[config.mk]
export PLATFORM = sky130hd
export DESIGN_NAME = bp_stream_sequencer
export DESIGN_NICKNAME = d
export VERILOG_FILES = /design/src/rtl/bp_pkg.sv /design/src/rtl/bp_transpose_addr_gen.sv /design/src/rtl/bp_stream_sequencer.sv
export SDC_FILE = /design/constraint.sdc
export NUM_CORES = 1
export LEC_CHECK = 0
export ABC_AREA = 1
export BUFFER_PORTS_ARGS = -buffer_cell sky130_fd_sc_hd__buf_2
export CAP_MARGIN = 20
export CORE_MARGIN = 2
export CORE_UTILIZATION = 51
export DETAILED_ROUTE_END_ITERATION = 8
export PLACE_DENSITY = 0.81
export SYNTH_ARGS = -nofsm -noshare
export SYNTH_HDL_FRONTEND = slang
export SYNTH_HIERARCHICAL = 1
export SYNTH_SLANG_ARGS = --single-unit
[constraint.sdc]
create_clock -name clk -period 4.2 [get_ports clk]
set_input_delay 0.21 -clock clk [delete_from_list [all_inputs] [get_ports clk]]
set_output_delay 0.21 -clock clk [all_outputs]
set_load 0.02 [all_outputs]
[src/rtl/bp_pkg.sv]
// Shared definitions for the back-propagation stream sequencer.
// Layer codes, FSM states and elaboration-time helpers.
package bp_pkg;

    localparam logic [1:0] LAYER_OUT = 2'b11;
    localparam logic [1:0] LAYER_H2  = 2'b10;
    localparam logic [1:0] LAYER_H1  = 2'b01;
    localparam logic [1:0] LAYER_IN  = 2'b00;

    typedef enum logic [2:0] {
        S_IDLE,
        S_DATA,
        S_WAIT_W,
        S_W_OUT,
        S_W_HID,
        S_WAIT_D
    } bp_state_t;

    function automatic int bp_clog2_min1(input int n);
        return (n > 1) ? $clog2(n) : 1;
    endfunction

    function automatic int bp_max3(input int a, input int b, input int c);
        int m;
        m = (a > b) ? a : b;
        return (m > c) ? m : c;
    endfunction

endpackage

[src/rtl/bp_transpose_addr_gen.sv]
// Column-major walk over a row-major weight block: addr = BASE + k*(NS+1) + j.
// The bias column NS is skipped; only adders are used.
module bp_transpose_addr_gen #(
    parameter int AW = 8,
    parameter int CW = 6
) (
    input  logic          clk,
    input  logic          rst_n,
    input  logic          i_start,
    input  logic          i_advance,
    input  logic [AW-1:0] i_base,
    input  logic [CW-1:0] i_nd,
    input  logic [CW-1:0] i_ns,
    output logic [AW-1:0] o_addr,
    output logic          o_last
);

    logic [CW-1:0] r_k;
    logic [CW-1:0] r_j;
    logic [AW-1:0] r_col;
    logic [AW-1:0] r_addr;
    logic [AW-1:0] w_stride;
    logic          w_row_end;

    assign w_stride  = AW'(i_ns) + AW'(1);
    assign w_row_end = (r_k == i_nd - CW'(1));
    assign o_last    = w_row_end && (r_j == i_ns - CW'(1));
    assign o_addr    = r_addr;

    always_ff @(posedge clk or negedge rst_n) begin
        if (!rst_n) begin
            r_k    <= '0;
            r_j    <= '0;
            r_col  <= '0;
            r_addr <= '0;
        end else if (i_start) begin
            r_k    <= '0;
            r_j    <= '0;
            r_col  <= i_base;
            r_addr <= i_base;
        end else if (i_advance) begin
            if (w_row_end) begin
                r_k    <= '0;
                r_j    <= r_j + CW'(1);
                r_col  <= r_col + AW'(1);
                r_addr <= r_col + AW'(1);
            end else begin
                r_k    <= r_k + CW'(1);
                r_addr <= r_addr + w_stride;
            end
        end
    end

endmodule

[src/rtl/bp_stream_sequencer.sv]
// Feeds node/expected values and transposed weight columns into back_propagation
// and collects the returned deltas into the delta RAM.
module bp_stream_sequencer
    import bp_pkg::*;
#(
    parameter int DATA_WIDTH                    = 32,
    parameter int LAYER_WIDTH                   = 2,
    parameter int NUMBER_OF_HIDDEN_NODE_LAYER_1 = 32,
    parameter int NUMBER_OF_HIDDEN_NODE_LAYER_2 = 32,
    parameter int NUMBER_OF_OUTPUT_NODE         = 3,
    parameter int NODE_ADDR_WIDTH = bp_clog2_min1(NUMBER_OF_OUTPUT_NODE
        + NUMBER_OF_HIDDEN_NODE_LAYER_2 + NUMBER_OF_HIDDEN_NODE_LAYER_1),
    parameter int WEIGHT_ADDR_WIDTH = bp_clog2_min1(
        NUMBER_OF_OUTPUT_NODE * (NUMBER_OF_HIDDEN_NODE_LAYER_2 + 1)
        + NUMBER_OF_HIDDEN_NODE_LAYER_2 * (NUMBER_OF_HIDDEN_NODE_LAYER_1 + 1)),
    parameter int DELTA_ADDR_WIDTH = bp_clog2_min1(bp_max3(NUMBER_OF_OUTPUT_NODE,
        NUMBER_OF_HIDDEN_NODE_LAYER_2, NUMBER_OF_HIDDEN_NODE_LAYER_1))
) (
    input  logic                         clk,
    input  logic                         rst_n,
    input  logic                         i_start,
    output logic                         o_busy,
    output logic                         o_done,
    output logic [NODE_ADDR_WIDTH-1:0]   o_node_addr,
    output logic                         o_node_rd,
    input  logic [DATA_WIDTH-1:0]        i_node_rdata,
    input  logic [DATA_WIDTH-1:0]        i_expected_rdata,
    output logic [WEIGHT_ADDR_WIDTH-1:0] o_weight_addr,
    output logic                         o_weight_rd,
    input  logic [DATA_WIDTH-1:0]        i_weight_rdata,
    output logic                         o_data_valid,
    output logic [DATA_WIDTH-1:0]        o_data_node,
    output logic [DATA_WIDTH-1:0]        o_data_expected,
    output logic                         o_weight_valid,
    output logic [DATA_WIDTH-1:0]        o_weight,
    input  logic [LAYER_WIDTH-1:0]       i_current_layer,
    input  logic                         i_weight_req,
    input  logic                         i_delta_valid,
    input  logic [DELTA_ADDR_WIDTH-1:0]  i_delta_addr,
    input  logic [DATA_WIDTH-1:0]        i_delta,
    output logic                         o_delta_we,
    output logic [LAYER_WIDTH-1:0]       o_delta_layer,
    output logic [DELTA_ADDR_WIDTH-1:0]  o_delta_waddr,
    output logic [DATA_WIDTH-1:0]        o_delta_wdata
);

    localparam int DW    = DATA_WIDTH;
    localparam int LW    = LAYER_WIDTH;
    localparam int NAW   = NODE_ADDR_WIDTH;
    localparam int WAW   = WEIGHT_ADDR_WIDTH;
    localparam int DAW   = DELTA_ADDR_WIDTH;
    localparam int NO    = NUMBER_OF_OUTPUT_NODE;
    localparam int NH2   = NUMBER_OF_HIDDEN_NODE_LAYER_2;
    localparam int NH1   = NUMBER_OF_HIDDEN_NODE_LAYER_1;
    localparam int NNODE = NO + NH2 + NH1;
    localparam int CW    = DAW + 1;
    localparam int DCW   = bp_clog2_min1(NNODE + 1);
    localparam int HBASE = NO * (NH2 + 1);

    bp_state_t r_state;
    bp_state_t w_next;

    logic [NAW-1:0] r_node_cnt;
    logic [DCW-1:0] r_dcnt;
    logic           r_pend;
    logic [LW-1:0]  r_pend_layer;
    logic           r_out_done;
    logic           r_hid_done;
    logic           r_node_rd_d1;
    logic           r_exp_d1;
    logic           r_wrd_d1;
    logic           r_data_valid;
    logic [DW-1:0]  r_data_node;
    logic [DW-1:0]  r_data_exp;
    logic           r_weight_valid;
    logic [DW-1:0]  r_weight;
    logic           r_delta_we;
    logic [LW-1:0]  r_delta_layer;
    logic [DAW-1:0] r_delta_waddr;
    logic [DW-1:0]  r_delta_wdata;
    logic           r_done;

    logic           w_node_last;
    logic           w_req_out;
    logic           w_req_hid;
    logic           w_req_new;
    logic           w_direct;
    logic           w_take;
    logic           w_take_hid;
    logic           w_sel_hid;
    logic           w_weight_rd;
    logic           w_all_deltas;
    logic           w_finish;
    logic           w_delta_acc;
    logic [LW-1:0]  w_tag;
    logic [WAW-1:0] w_gen_base;
    logic [CW-1:0]  w_gen_nd;
    logic [CW-1:0]  w_gen_ns;
    logic [WAW-1:0] w_gen_addr;
    logic           w_gen_last;

    assign w_node_last = (r_node_cnt == NAW'(NNODE - 1));

    // A request is dropped if its burst is done, running, or already pending.
    assign w_req_out = i_weight_req && (i_current_layer == LW'(LAYER_H2))
        && !r_out_done && (r_state != S_W_OUT)
        && !(r_pend && (r_pend_layer == LW'(LAYER_H2)));
    assign w_req_hid = i_weight_req && (i_current_layer == LW'(LAYER_H1))
        && !r_hid_done && (r_state != S_W_HID)
        && !(r_pend && (r_pend_layer == LW'(LAYER_H1)));
    assign w_req_new = w_req_out || w_req_hid;

    assign w_direct   = (r_state == S_WAIT_W) && !r_pend;
    assign w_take     = (r_state == S_WAIT_W) && (r_pend || w_req_new);
    assign w_take_hid = r_pend ? (r_pend_layer == LW'(LAYER_H1)) : w_req_hid;
    assign w_sel_hid  = (r_state == S_W_HID)
        || ((r_state == S_WAIT_W) && w_take_hid);

    assign w_weight_rd = (r_state == S_W_OUT) || (r_state == S_W_HID);
    assign w_gen_base  = w_sel_hid ? WAW'(HBASE) : '0;
    assign w_gen_nd    = w_sel_hid ? CW'(NH2) : CW'(NO);
    assign w_gen_ns    = w_sel_hid ? CW'(NH1) : CW'(NH2);

    assign w_all_deltas = (r_dcnt == DCW'(NNODE));
    assign w_finish     = (r_state == S_WAIT_D) && w_all_deltas;
    assign w_delta_acc  = i_delta_valid && (r_state != S_IDLE);

    assign w_tag = (r_dcnt < DCW'(NO))       ? LW'(LAYER_OUT) :
                   (r_dcnt < DCW'(NO + NH2)) ? LW'(LAYER_H2)  :
                                               LW'(LAYER_H1);

    bp_transpose_addr_gen #(
        .AW (WAW),
        .CW (CW)
    ) u_addr_gen (
        .clk       (clk),
        .rst_n     (rst_n),
        .i_start   (w_take),
        .i_advance (w_weight_rd),
        .i_base    (w_gen_base),
        .i_nd      (w_gen_nd),
        .i_ns      (w_gen_ns),
        .o_addr    (w_gen_addr),
        .o_last    (w_gen_last)
    );

    always_comb begin
        w_next = r_state;
        unique case (r_state)
            S_IDLE:   if (i_start) w_next = S_DATA;
            S_DATA:   if (w_node_last) w_next = S_WAIT_W;
            S_WAIT_W: if (w_take) w_next = w_take_hid ? S_W_HID : S_W_OUT;
            S_W_OUT:  if (w_gen_last) w_next = r_hid_done ? S_WAIT_D : S_WAIT_W;
            S_W_HID:  if (w_gen_last) w_next = r_out_done ? S_WAIT_D : S_WAIT_W;
            S_WAIT_D: if (w_all_deltas) w_next = S_IDLE;
            default:  w_next = S_IDLE;
        endcase
    end

    always_ff @(posedge clk or negedge rst_n) begin
        if (!rst_n) begin
            r_state      <= S_IDLE;
            r_node_cnt   <= '0;
            r_dcnt       <= '0;
            r_pend       <= 1'b0;
            r_pend_layer <= '0;
            r_out_done   <= 1'b0;
            r_hid_done   <= 1'b0;
        end else begin
            r_state <= w_next;
            if (r_state == S_DATA)
                r_node_cnt <= w_node_last ? '0 : r_node_cnt + NAW'(1);
            if (w_finish || (r_state == S_IDLE)) begin
                r_pend <= 1'b0;
            end else if (w_req_new && !w_direct) begin
                r_pend       <= 1'b1;
                r_pend_layer <= i_current_layer;
            end else if ((r_state == S_WAIT_W) && r_pend) begin
                r_pend <= 1'b0;
            end
            if (w_finish) begin
                r_out_done <= 1'b0;
                r_hid_done <= 1'b0;
            end else if (w_gen_last) begin
                if (r_state == S_W_OUT) r_out_done <= 1'b1;
                if (r_state == S_W_HID) r_hid_done <= 1'b1;
            end
            if (w_finish)
                r_dcnt <= '0;
            else if (w_delta_acc)
                r_dcnt <= r_dcnt + DCW'(1);
        end
    end

    // Two-stage output pipe: RAM read latency plus an output register.
    always_ff @(posedge clk or negedge rst_n) begin
        if (!rst_n) begin
            r_node_rd_d1   <= 1'b0;
            r_exp_d1       <= 1'b0;
            r_wrd_d1       <= 1'b0;
            r_data_valid   <= 1'b0;
            r_data_node    <= '0;
            r_data_exp     <= '0;
            r_weight_valid <= 1'b0;
            r_weight       <= '0;
            r_delta_we     <= 1'b0;
            r_delta_layer  <= '0;
            r_delta_waddr  <= '0;
            r_delta_wdata  <= '0;
            r_done         <= 1'b0;
        end else begin
            r_node_rd_d1   <= (r_state == S_DATA);
            r_exp_d1       <= (r_state == S_DATA) && (r_node_cnt < NAW'(NO));
            r_wrd_d1       <= w_weight_rd;
            r_data_valid   <= r_node_rd_d1;
            r_data_node    <= r_node_rd_d1 ? i_node_rdata : '0;
            r_data_exp     <= r_exp_d1 ? i_expected_rdata : '0;
            r_weight_valid <= r_wrd_d1;
            r_weight       <= r_wrd_d1 ? i_weight_rdata : '0;
            r_delta_we     <= w_delta_acc;
            if (w_delta_acc) begin
                r_delta_layer <= w_tag;
                r_delta_waddr <= i_delta_addr;
                r_delta_wdata <= i_delta;
            end
            r_done <= w_finish;
        end
    end

    assign o_busy          = (r_state != S_IDLE);
    assign o_done          = r_done;
    assign o_node_rd       = (r_state == S_DATA);
    assign o_node_addr     = r_node_cnt;
    assign o_weight_rd     = w_weight_rd;
    assign o_weight_addr   = w_gen_addr;
    assign o_data_valid    = r_data_valid;
    assign o_data_node     = r_data_node;
    assign o_data_expected = r_data_exp;
    assign o_weight_valid  = r_weight_valid;
    assign o_weight        = r_weight;
    assign o_delta_we      = r_delta_we;
    assign o_delta_layer   = r_delta_layer;
    assign o_delta_waddr   = r_delta_waddr;
    assign o_delta_wdata   = r_delta_wdata;

endmodule

==> results.toml <==
[worst_setup_path]
crit_fanout = 12
end_kind = "flip-flop"
startpoint_type = "flip-flop"
crit_top_cell = "nand2_1"
max_stage_delay_ns = 0.46
cp_cell_sequence = "nor2_1 -> nand2_1 -> nand3_1 -> nand2_1 -> nand2_1 -> nand2_1 -> inv_1 -> inv_2 -> ha_1 -> xnor2_1 -> nor2_1 -> nand2_1 -> nor2_2 -> nand3_2 -> buf_4 -> nor2_1 -> inv_1 -> nand2_1 -> nand2_1 -> nor2_4 -> nand2_2 -> nand2_1 -> nand2_1"
crit_required_ns = 4.51
cp.arrival_ns = 3.61
worst-setup-path-type = "reg2reg"
slowest_stage = "dfrtp_1"

[drt]
ant_nets = 0
wire_per_inst_um = 15.7
routed_wl_um = 27400
vias_per_cell = 4.87
drt_iter0_markers = 602
drtPass1Iterations = 7
num_vias = 8522
remaining_drc_errors = 0

[floorplan]
ios = 300
rows = 48
dieArea_mm2 = 0.0186
initial_core_util_pct = 52.0
die_w_um = 136
coreArea_mm2 = 0.0172
fp.dieH_um = 136

[yosys]
ys_seq_area_share_pct = 55.5
synth.most_common_cell = "nand2_1"
async_flop_share_pct = 100
netlist_instances = 1044
yosys.area.top_type = "dfrtp_1"
syn_area_per_cell_um2 = 8.55
synth_common_cells = "398 x nand2_1, 198 x dfrtp_1, 162 x inv_1, 47 x nor2_1, 34 x nand3_1"
synthFlopType = "dfrtp_1"
mappedNetlistArea_mm2 = 0.00893
yosysUniqueCellTypes = 39
ys_ff_latch = 198
synthTopCellsByArea = "dfrtp_1 56%, nand2_1 17%, inv_1 6.8%"
yosysTopAreaCellShare_pct = 55.5
synth-edff-count = 0
yosysWarnings = 6

[worst_hold_path]
min_path_type = "in2reg"

[sta]
skew_ns = 0.0114
fin_crit_sh_pct = 78.5
tns_ns = 0
setup_viol = 0
rsz0062_at_grt = "false"
fin_crit_ns = 3.30
hold_viol_final = 0
slew_headroom_pct = 28.7
hold_ws_ns = 0.0729
tightest_slew_ns = 1.07
max_freq_mhz = 303
slew_viol_final = 0

[cells_and_area]
drive_above_1_share_pct = 24.2
fill_cells = 1182
instances_no_fill = 1751
nets = 1665
area_growth_pct = 42.0

[placed_design]
place_inst = 1581
dp_hpwl_um = 15900
port_buffers = 299
routabilityCongestion = 0.856

[pwr]
leakagePower_nw = 7.69
powerDensity_mw_per_mm2 = 598
ir_drop_v = 0.000385
total_power_w = 0.00758

[clock_tree]
insertion_delay_ns = 0.43
cts_hold_buf = 134
cts_buffers = 17
ctsResizeCount = 0
clkSinkCount = 198
clk_pin_slew_worst_paths_ns = 0.07
cts.path.max_buffers = 2
cts_setup_buffers = 0
ctsHtreeMaxLevel = 4
cts_tree = "yes"
cts-root-buf = "clkbuf_16"

[global_route]
grt-ovfl-total = 0
grt_pass1_vias = 8341
antenna_found_initial = 4
track_usage_pct = 29.4
grt_pass1_wl_um = 42000
grt_max_degree = 88

[job]
maxCapViolations = 0

[run_status]
outcome = "completed"
where the power goes:
part / switching, W / internal (W)
combinational: 0.00200 / 0.00104
sequential: 0.000443 / 0.00249
clock: 0.000801 / 0.000801
sequential cells by signal, summed over array words and instances, names as in the netlist, 5 cells and up:
signal and count:
o_data_expected 32, o_data_node 32, o_delta_waddr 5, o_delta_wdata 32
o_node_addr 7, o_weight 32, r_dcnt 7, u_addr_gen/o_addr 11
u_addr_gen/r_col 11, u_addr_gen/r_j 6, u_addr_gen/r_k 6
cells by family after synthesis:
family	Yosys count	synth area share (%)
buffers and inverters	194	9.04
DFF	198	55.5
other	2	0.0841
AOI/OAI and AO/OA	76	4.92
adders and majority gates	15	2.19
xor gates and xnor gates	37	3.63
and+or+nand+nor	522	24.6
critical path: cells and delay by family, from the launching register on:
family                   cells  cell delay [ns]
adder cells (fa/ha/maj)      1             0.30
buffers and inverters        4             0.53
XOR/XNOR                     1             0.12
flip-flops                   1             0.46
AND/OR/NAND/NOR             17             1.74
final cells by class:
cell class / count / area (um2) / share of cell area [%]
clock buffers: 18 / 429 / 3.39
diodes: 3 / 7.51 / 0.0592
well taps: 225 / 282 / 2.22
clock inverters: 14 / 158 / 1.24
inverters: 166 / 626 / 4.94
repair buffers: 441 / 2930 / 23.1
flip-flops and latches: 198 / 4950 / 39.1
multi-input cells: 686 / 3290 / 26.0
path summary, 6_finish.rpt:
check / depth (start not counted) / end / slack, ns / startpoint
worst min-delay path: 3 / r_pend_layer[1] / 0.07 / i_current_layer[1]
min in group asynchronous: 2 / o_data_expected[19] / 0.37 / rst_n
max in group asynchronous: 3 / o_delta_wdata[25] / 2.66 / rst_n
worst min register to register: 2 / o_delta_wdata[19] / 0.47 / o_delta_wdata[19]
worst max register to register: 23 / r_state[1] / 0.90 / r_state[0]
worst max-delay path: 23 / r_state[1] / 0.90 / r_state[0]
cell usage in the layout (no fill, tap or decap), types with 10 or more instances in the layout:
master and count:
nand3_1 34, nor2_1 47, a21oi_1 25, xor2_1 27, xnor2_1 10, nand2_1 398, nand4_1 10, dfrtp_1 198
ha_1 14, o21ai_0 29, inv_1 162, dlygate4sd3_1 134, clkbuf_16 17, buf_2 298, conb_1 36
per-layer routing:
metal  part of all wire, %  GRT usage [%]  vias to the layer above
li1                      -              -                     4048
met4                   4.6           14.7                        2
met5                 0.062              0                        -
met2                    50           50.3                      375
met3                   6.3           6.64                       95
met1                    39           34.7                     4002
stage by stage:
step	setup WS (ns)	util (%)	area [um2]
after floorplan	1.22	-	9050
after global placement	1.08	62.4	10700
after detailed placement	0.934	62.4	10700
after CTS	0.912	73.6	12600
after global routing	0.518	73.8	12700
final	0.905	73.8	12700
(Power assumes the default switching activity.)
